--- config.mk ---
export PLATFORM = sky130hd
export DESIGN_NAME = unpack_pipe_flat
export DESIGN_NICKNAME = d
export VERILOG_FILES = /design/src/rtl/unpack_pipe_if.sv /design/src/rtl/unpack_pipe.sv /design/src/flat_wrapper.sv
export SDC_FILE = /design/constraint.sdc
export NUM_CORES = 1
export LEC_CHECK = 0
export CORE_MARGIN = 3
export CORE_UTILIZATION = 39
export DETAILED_ROUTE_END_ITERATION = 8
export PLACE_DENSITY = 0.74
export SYNTH_ARGS = -nofsm -noshare
export SYNTH_HDL_FRONTEND = slang
export SYNTH_SLANG_ARGS = --single-unit
--- constraint.sdc ---
create_clock -name clk -period 2.3 [get_ports clk]
set_input_delay 0.345 -clock clk [delete_from_list [all_inputs] [get_ports clk]]
set_output_delay 0.345 -clock clk [all_outputs]
set_load 0.02 [all_outputs]
--- src/rtl/unpack_pipe_if.sv ---
// Operand-set handshake bundle for unpack_pipe: producer-side input channel,
// consumer-side unpacked result channel and the sticky signalling-NaN flag.
interface unpack_pipe_if #(
  parameter int FLEN = 64,
  parameter int NOPS = 3
);
  localparam int NE = (FLEN == 64) ? 11 : 8;
  localparam int NF = (FLEN == 64) ? 52 : 23;

  logic                   in_valid;
  logic                   in_ready;
  logic [NOPS*FLEN-1:0]   in_ops;
  logic [NOPS-1:0]        in_en;
  logic [1:0]             in_fmt;

  logic                   out_valid;
  logic                   out_ready;
  logic [NOPS-1:0]        out_s;
  logic [NOPS*NE-1:0]     out_e;
  logic [NOPS*(NF+1)-1:0] out_m;
  logic [NOPS-1:0]        out_nan;
  logic [NOPS-1:0]        out_snan;
  logic [NOPS-1:0]        out_zero;
  logic [NOPS-1:0]        out_inf;
  logic [NOPS-1:0]        out_subnorm;
  logic                   out_illegal;

  logic                   sticky_snan;
  logic                   sticky_clr;

  modport master (
    output in_valid, in_ops, in_en, in_fmt, out_ready, sticky_clr,
    input  in_ready, out_valid, out_s, out_e, out_m, out_nan, out_snan,
           out_zero, out_inf, out_subnorm, out_illegal, sticky_snan
  );

  modport slave (
    input  in_valid, in_ops, in_en, in_fmt, out_ready, sticky_clr,
    output in_ready, out_valid, out_s, out_e, out_m, out_nan, out_snan,
           out_zero, out_inf, out_subnorm, out_illegal, sticky_snan
  );
endinterface

--- src/rtl/unpack_pipe.sv ---
// One-stage FP operand unpacker with valid/ready skid-free register slice.
// Half precision (fmt 10) is built only when UNPACK_PIPE_HALF_EN is defined.
module unpack_pipe #(
  parameter int FLEN = 64,
  parameter int NOPS = 3
) (
  input logic         clk,
  input logic         reset_n,
  unpack_pipe_if.slave bus
);
  localparam int NE   = (FLEN == 64) ? 11 : 8;
  localparam int NF   = (FLEN == 64) ? 52 : 23;
  localparam int BIAS = (1 << (NE - 1)) - 1;

  logic [NOPS-1:0]        n_s, n_nan, n_snan, n_zero, n_inf, n_sub;
  logic [NOPS*NE-1:0]     n_e;
  logic [NOPS*(NF+1)-1:0] n_m;
  logic                   n_ill;

  logic                   ov, sticky, ill_q;
  logic [NOPS-1:0]        s_q, nan_q, snan_q, zero_q, inf_q, sub_q;
  logic [NOPS*NE-1:0]     e_q;
  logic [NOPS*(NF+1)-1:0] m_q;
  logic                   cap, dlv;

  always_comb begin
    case (bus.in_fmt)
      2'b00:   n_ill = 1'b0;
      2'b01:   n_ill = (FLEN == 32);
`ifdef UNPACK_PIPE_HALF_EN
      2'b10:   n_ill = 1'b0;
`endif
      default: n_ill = 1'b1;
    endcase
  end

  // Each format is reduced to (sign, raw exponent, left-aligned fraction,
  // exponent-all-ones, NaN-box ok) and then classified uniformly.
  always_comb begin
    logic [63:0]   x;
    logic          sgn, emax, boxed;
    int unsigned   ein, bias_fmt;
    logic [NF-1:0] frac;
    n_s = '0; n_nan = '0; n_snan = '0; n_zero = '0; n_inf = '0; n_sub = '0;
    n_e = '0; n_m = '0;
    for (int unsigned i = 0; i < NOPS; i++) begin
      x        = 64'(bus.in_ops[i*FLEN +: FLEN]);
      sgn      = 1'b0;
      emax     = 1'b0;
      boxed    = 1'b1;
      ein      = 0;
      bias_fmt = BIAS;
      frac     = '0;
      case (bus.in_fmt)
        2'b00: begin
          boxed    = (FLEN == 32) || (&x[63:32]);
          sgn      = x[31];
          ein      = 32'(x[30:23]);
          emax     = &x[30:23];
          frac     = NF'(x[22:0]) << (NF - 23);
          bias_fmt = 127;
        end
        2'b01: begin
          sgn      = x[63];
          ein      = 32'(x[62:52]);
          emax     = &x[62:52];
          frac     = NF'(x[51:0]);
          bias_fmt = 1023;
        end
`ifdef UNPACK_PIPE_HALF_EN
        2'b10: begin
          boxed    = &x[FLEN-1:16];
          sgn      = x[15];
          ein      = 32'(x[14:10]);
          emax     = &x[14:10];
          frac     = NF'(x[9:0]) << (NF - 10);
          bias_fmt = 15;
        end
`endif
        default: ;
      endcase

      if (n_ill) begin
      end else if (!bus.in_en[i]) begin
        n_zero[i] = 1'b1;
      end else if (!boxed) begin
        n_e[i*NE +: NE]         = '1;
        n_m[i*(NF+1) +: (NF+1)] = {2'b11, {(NF-1){1'b0}}};
        n_nan[i]                = 1'b1;
      end else begin
        n_s[i] = sgn;
        if (emax) begin
          n_e[i*NE +: NE]         = '1;
          n_m[i*(NF+1) +: (NF+1)] = {1'b1, frac};
          n_inf[i]                = (frac == '0);
          n_nan[i]                = (frac != '0);
          n_snan[i]               = (frac != '0) && !frac[NF-1];
        end else if (ein == 0 && frac == '0) begin
          n_zero[i] = 1'b1;
        end else if (ein == 0) begin
          n_sub[i]                = 1'b1;
          n_e[i*NE +: NE]         = NE'(1 + BIAS - bias_fmt);
          n_m[i*(NF+1) +: (NF+1)] = {1'b0, frac};
        end else begin
          n_e[i*NE +: NE]         = NE'(ein + BIAS - bias_fmt);
          n_m[i*(NF+1) +: (NF+1)] = {1'b1, frac};
        end
      end
    end
  end

  assign bus.in_ready = !ov || bus.out_ready;
  assign cap          = bus.in_valid && bus.in_ready;
  assign dlv          = ov && bus.out_ready;

  always_ff @(posedge clk or negedge reset_n) begin
    if (!reset_n) begin
      ov     <= 1'b0;
      sticky <= 1'b0;
      ill_q  <= 1'b0;
      s_q    <= '0; nan_q <= '0; snan_q <= '0; zero_q <= '0; inf_q <= '0; sub_q <= '0;
      e_q    <= '0;
      m_q    <= '0;
    end else begin
      if (cap) begin
        ov     <= 1'b1;
        ill_q  <= n_ill;
        s_q    <= n_s;   nan_q  <= n_nan;  snan_q <= n_snan;
        zero_q <= n_zero; inf_q <= n_inf;  sub_q  <= n_sub;
        e_q    <= n_e;
        m_q    <= n_m;
      end else if (dlv) begin
        ov <= 1'b0;
      end
      if (bus.sticky_clr)          sticky <= 1'b0;
      else if (dlv && (|snan_q))   sticky <= 1'b1;
    end
  end

  assign bus.out_valid   = ov;
  assign bus.out_s       = s_q;
  assign bus.out_e       = e_q;
  assign bus.out_m       = m_q;
  assign bus.out_nan     = nan_q;
  assign bus.out_snan    = snan_q;
  assign bus.out_zero    = zero_q;
  assign bus.out_inf     = inf_q;
  assign bus.out_subnorm = sub_q;
  assign bus.out_illegal = ill_q;
  assign bus.sticky_snan = sticky;
endmodule

--- src/flat_wrapper.sv ---
// flat-port wrapper written by rule: the top's interface ports become plain ports
module unpack_pipe_flat 
#(
  parameter int FLEN = 64,
  parameter int NOPS = 3
)
  (clk, reset_n, bus_in_valid, bus_in_ops, bus_in_en, bus_in_fmt, bus_out_ready, bus_sticky_clr, bus_in_ready, bus_out_valid, bus_out_s, bus_out_e, bus_out_m, bus_out_nan, bus_out_snan, bus_out_zero, bus_out_inf, bus_out_subnorm, bus_out_illegal, bus_sticky_snan);
  unpack_pipe_if #(.FLEN(FLEN), .NOPS(NOPS)) bus_i ();
  input logic clk;
  input logic reset_n;
  input wire logic [$bits(bus_i.in_valid)-1:0] bus_in_valid;
  input wire logic [$bits(bus_i.in_ops)-1:0] bus_in_ops;
  input wire logic [$bits(bus_i.in_en)-1:0] bus_in_en;
  input wire logic [$bits(bus_i.in_fmt)-1:0] bus_in_fmt;
  input wire logic [$bits(bus_i.out_ready)-1:0] bus_out_ready;
  input wire logic [$bits(bus_i.sticky_clr)-1:0] bus_sticky_clr;
  output wire logic [$bits(bus_i.in_ready)-1:0] bus_in_ready;
  output wire logic [$bits(bus_i.out_valid)-1:0] bus_out_valid;
  output wire logic [$bits(bus_i.out_s)-1:0] bus_out_s;
  output wire logic [$bits(bus_i.out_e)-1:0] bus_out_e;
  output wire logic [$bits(bus_i.out_m)-1:0] bus_out_m;
  output wire logic [$bits(bus_i.out_nan)-1:0] bus_out_nan;
  output wire logic [$bits(bus_i.out_snan)-1:0] bus_out_snan;
  output wire logic [$bits(bus_i.out_zero)-1:0] bus_out_zero;
  output wire logic [$bits(bus_i.out_inf)-1:0] bus_out_inf;
  output wire logic [$bits(bus_i.out_subnorm)-1:0] bus_out_subnorm;
  output wire logic [$bits(bus_i.out_illegal)-1:0] bus_out_illegal;
  output wire logic [$bits(bus_i.sticky_snan)-1:0] bus_sticky_snan;
  assign bus_i.in_valid = bus_in_valid;
  assign bus_i.in_ops = bus_in_ops;
  assign bus_i.in_en = bus_in_en;
  assign bus_i.in_fmt = bus_in_fmt;
  assign bus_i.out_ready = bus_out_ready;
  assign bus_i.sticky_clr = bus_sticky_clr;
  assign bus_in_ready = bus_i.in_ready;
  assign bus_out_valid = bus_i.out_valid;
  assign bus_out_s = bus_i.out_s;
  assign bus_out_e = bus_i.out_e;
  assign bus_out_m = bus_i.out_m;
  assign bus_out_nan = bus_i.out_nan;
  assign bus_out_snan = bus_i.out_snan;
  assign bus_out_zero = bus_i.out_zero;
  assign bus_out_inf = bus_i.out_inf;
  assign bus_out_subnorm = bus_i.out_subnorm;
  assign bus_out_illegal = bus_i.out_illegal;
  assign bus_sticky_snan = bus_i.sticky_snan;
  unpack_pipe #(.FLEN(FLEN), .NOPS(NOPS)) u_core (.clk(clk), .reset_n(reset_n), .bus(bus_i));
endmodule
==> run_results.csv <==
group,metric,value,unit
hold_path,hold_class,"input port to flip-flop",
job,maxCapViolations,0,
floorplanning,start_util,40.1,%
floorplanning,fp.coreArea,25500,sq um
synthesis,synth_mux_area_share,8.90,%
synthesis,ys_ff_latch,213,
pwr,vdd_drop_max,544,uV
synthesis,synth-edff-count,0,
placed_design,hpwl,33500,um
clock_tree,clock_latency,510,ps
timing,rsz0062_at_grt,"no",
clock_tree,clockRootBuffer,"clkbuf_16",
synthesis,synthSimpleGateAreaFrac,15.1,%
synthesis,yosys_warnings,0,
clock_tree,clkSinkCount,213,
clock_tree,htree_levels,1,
synthesis,synth_xor_area_share,0.515,%
placed_design,port_buffers,415,
synthesis,ys_types,56,
route,wl_per_cell,22.5,um
worst_setup_path,cp_max_fo,3,
placed_design,gp_congestion,0.909,
synthesis,ys_seq_area_share,52.2,%
route,drc_errors,0,
global_routing,grt_pass1_wl,66800,um
timing,setup_viol,0,
floorplanning,core.rowCount,58,
timing,timing.fmax,0.452,GHz
synthesis,async_flop_share,100,%
worst_setup_path,worstSetupEndpointType,"flip-flop",
route,routed_via_density,5.65,
global_routing,track_usage,29.9,%
finish,utilization,67.5,%
route,ant_nets,0,
worst_setup_path,worst_ep_arrival_time,2660,ps
floorplanning,dieArea,28100,sq um
synthesis,synth_cells,976,
synthesis,synthAdderAreaFrac,1.32,%
route,drt-pass1-iter-count,5,
timing,post-route-period-util,96.2,%
global_routing,grt_max_degree,61,
route,met3_length,3700,um
route,routedLengthMet1,16700,um
pwr,cellPowerDensity,595,nW/um^2
route,met2_wirelength,21100,um
timing,slew_viol_final,0,
pwr,p_leak,0.00775,uW
finish,area_delta_synth_final,68.6,%
route,routed_wirelength,43400,um
clock_tree,cts_buffers,24,
floorplanning,io_pins,416,
synthesis,syn_area,10200,sq um
placed_design,place_area,16400,sq um
floorplanning,die-width,168,um
worst_setup_path,cp-start-kind,"input port",
timing,hold_violations,0,
global_routing,grt_pass1_vias,11493,
run_status,status,"completed",
route,drtIter0Drc,1001,
timing,fin_crit,2210,ps
timing,timing.slew.headroom,48.7,%
route,routed.top_layer,"met4",
clock_tree,clock_path_buffers,3,
global_routing,overflow,0,
global_routing,grt_antenna_before_repair,1,
floorplanning,die_y,168,um
finish,nets,1790,
worst_setup_path,crit_required,2750,ps
worst_setup_path,reg2reg_slack,510,ps
finish,final_cell_area,17200,sq um
route,num_vias,10885,
clock_tree,cts_tree,"built",
finish,drive_gt1_share,18.9,%
timing,fin_skew,8.19,ps
synthesis,synth_compound_area_share,18.8,%
clock_tree,path_clk_slew,60,ps
timing,worst_pin_slew,770,ps
synthesis,avgSynthCellArea,10.5,sq um
synthesis,synthFlopType,"dfrtp_1",
worst_setup_path,path_class,"input port to flip-flop",
synthesis,synth_top_family_by_area,"compound AO/OA/AOI/OAI gates",
## critical path, cell delays in order
cell and delay [ps]:
clkdlybuf4s50_1 550, nand4_1 110, or4_4 520, or3_4 400
o31a_1 340, o31ai_2 230, a22o_1 150
## cell usage after synthesis (all sizes together) (2+ instances only)
cell type  count  area [sq um]
o211ai         2          15.0
mux2i         75           751
o31ai         10          80.1
inv           16          60.1
buf           23           110
nor4b          8          70.1
nor3          15          80.1
or4            4          30.0
nand2        120           450
a211oi         4          30.0
a21o           4          30.0
a22oi          9          67.6
o2111ai        2          17.5
dfrtp        213          5330
fa             3          60.1
or2            4          25.0
xnor2          6          52.6
o31a           2          18.8
nor2b          7          43.8
and4           4          35.0
mux2          14           158
nand4         27           169
or3            3          23.8
o311ai         2          25.0
clkbuf        39           146
nand2b         5          31.3
a221o          8          80.1
nor4          32           200
a41oi          2          17.5
and2           7          43.8
nor2          44           165
and3           2          12.5
a32oi          2          17.5
a221oi         3          26.3
o21ai         89           445
a31oi          2          12.5
a22o         100           876
a21oi         19          95.1
ha             6          75.1
o21a           2          15.0
nand3         28           140
## cell families (layout without fill, tap and decap cells)
logic type               after synthesis  after routing
AND/OR/NAND/NOR                      312            312
AO/OA/AOI/OAI                        268            268
flip-flops                           213            213
multiplexers                          89             89
buffers and inverters                 78            697
adder cells (fa/ha/maj)                9              9
XOR/XNOR                               6              6
other                                  1              4
## path summary, 6_finish.rpt
check / startpoint / end / cells past startpoint
hold reg to reg: u_core.bus.out_m[51] / u_core.bus.out_m[51] / 2
hold / removal: bus_in_ops[177] / u_core.bus.out_m[155] / 3
setup / recovery: bus_in_ops[175] / u_core.bus.out_zero[2] / 7
setup reg to reg: u_core.bus.out_valid / u_core.bus.out_e[31] / 7
min in group asynchronous: reset_n / u_core.bus.out_m[108] / 2
max in group asynchronous: reset_n / u_core.bus.out_m[17] / 3
## per-stage QoR
| stage | instances | worst slack (ps) | hold WS, ps | TNS [ps] | total power, uW |
|---|---|---|---|---|---|
| floorplan | 978 | 41.0 | 49.4 | 0 | 4900 |
| global placement | 1882 | -523 | 307 | -27360 | 6330 |
| detailed placement | 1882 | -574 | 310 | -30130 | 6360 |
| CTS | 1927 | 49.6 | 365 | 0 | 10300 |
| global route | 1928 | 2.43 | 327 | 0 | 10600 |
| finish | 1928 | 86.7 | 302 | 0 | 10200 |
## state kept, by name, summed over array words and instances, names as in the netlist
name                    cells
u_core.bus.out_e           33
u_core.bus.out_illegal      1
u_core.bus.out_inf          3
u_core.bus.out_m          159
u_core.bus.out_nan          3
u_core.bus.out_s            3
u_core.bus.out_snan         3
u_core.bus.out_subnorm      3
u_core.bus.out_valid        1
u_core.bus.out_zero         3
u_core.bus.sticky_snan      1
## final cells by class
type                    count  area (sq um)
clock buffers              35           703
multi-input cells         687          4630
flip-flops and latches    213          5330
fillers                  2008          8270
diodes                      1          2.50
well taps                 330           413
repair buffers            637          5970
clock inverters             9           101
inverters                  16          60.1
## report_power, final
| group | total (uW) | internal, uW | switching, uW |
|---|---|---|---|
| registers | 4070 | 3940 | 129 |
| logic | 2240 | 1130 | 1110 |
| clock network | 3920 | 2350 | 1570 |
## routing by layer
metal,up-vias,track usage (%)
met4,0,11.8
met5,-,0
met1,5334,36.5
met3,99,6.94
met2,589,51.1
li1,4863,-
## cells in the final DEF, fill, tap and decap left out, types with 5 or more instances in the layout
master             n
buf_12            11
clkdlybuf4s50_1  408
nand2b_1           5
a22oi_1            9
nand4_1           27
nand2_1          118
clkbuf_1           6
inv_1             15
nor4b_1            8
nor2b_1            7
mux2_2            14
buf_4            211
a22o_1           100
nor3_1            14
mux2i_1           75
o31ai_1            9
a221o_1            8
clkinv_2           5
o21ai_0           88
nand3_1           28
and2_1             7
nor2_1            41
a21oi_1           17
dfrtp_1          213
clkbuf_16         25
nor4_1            31
## repair_timing
action | 4_1_cts | 5_1_grt
hold endpoints to repair | 50 | 0
setup endpoints to repair | 5 | 6
setup buffers | 0 | 0
resized for setup | 2 | 5
hold buffers | 1 | 0
No activity file was read; power rests on OpenSTA's default activity.
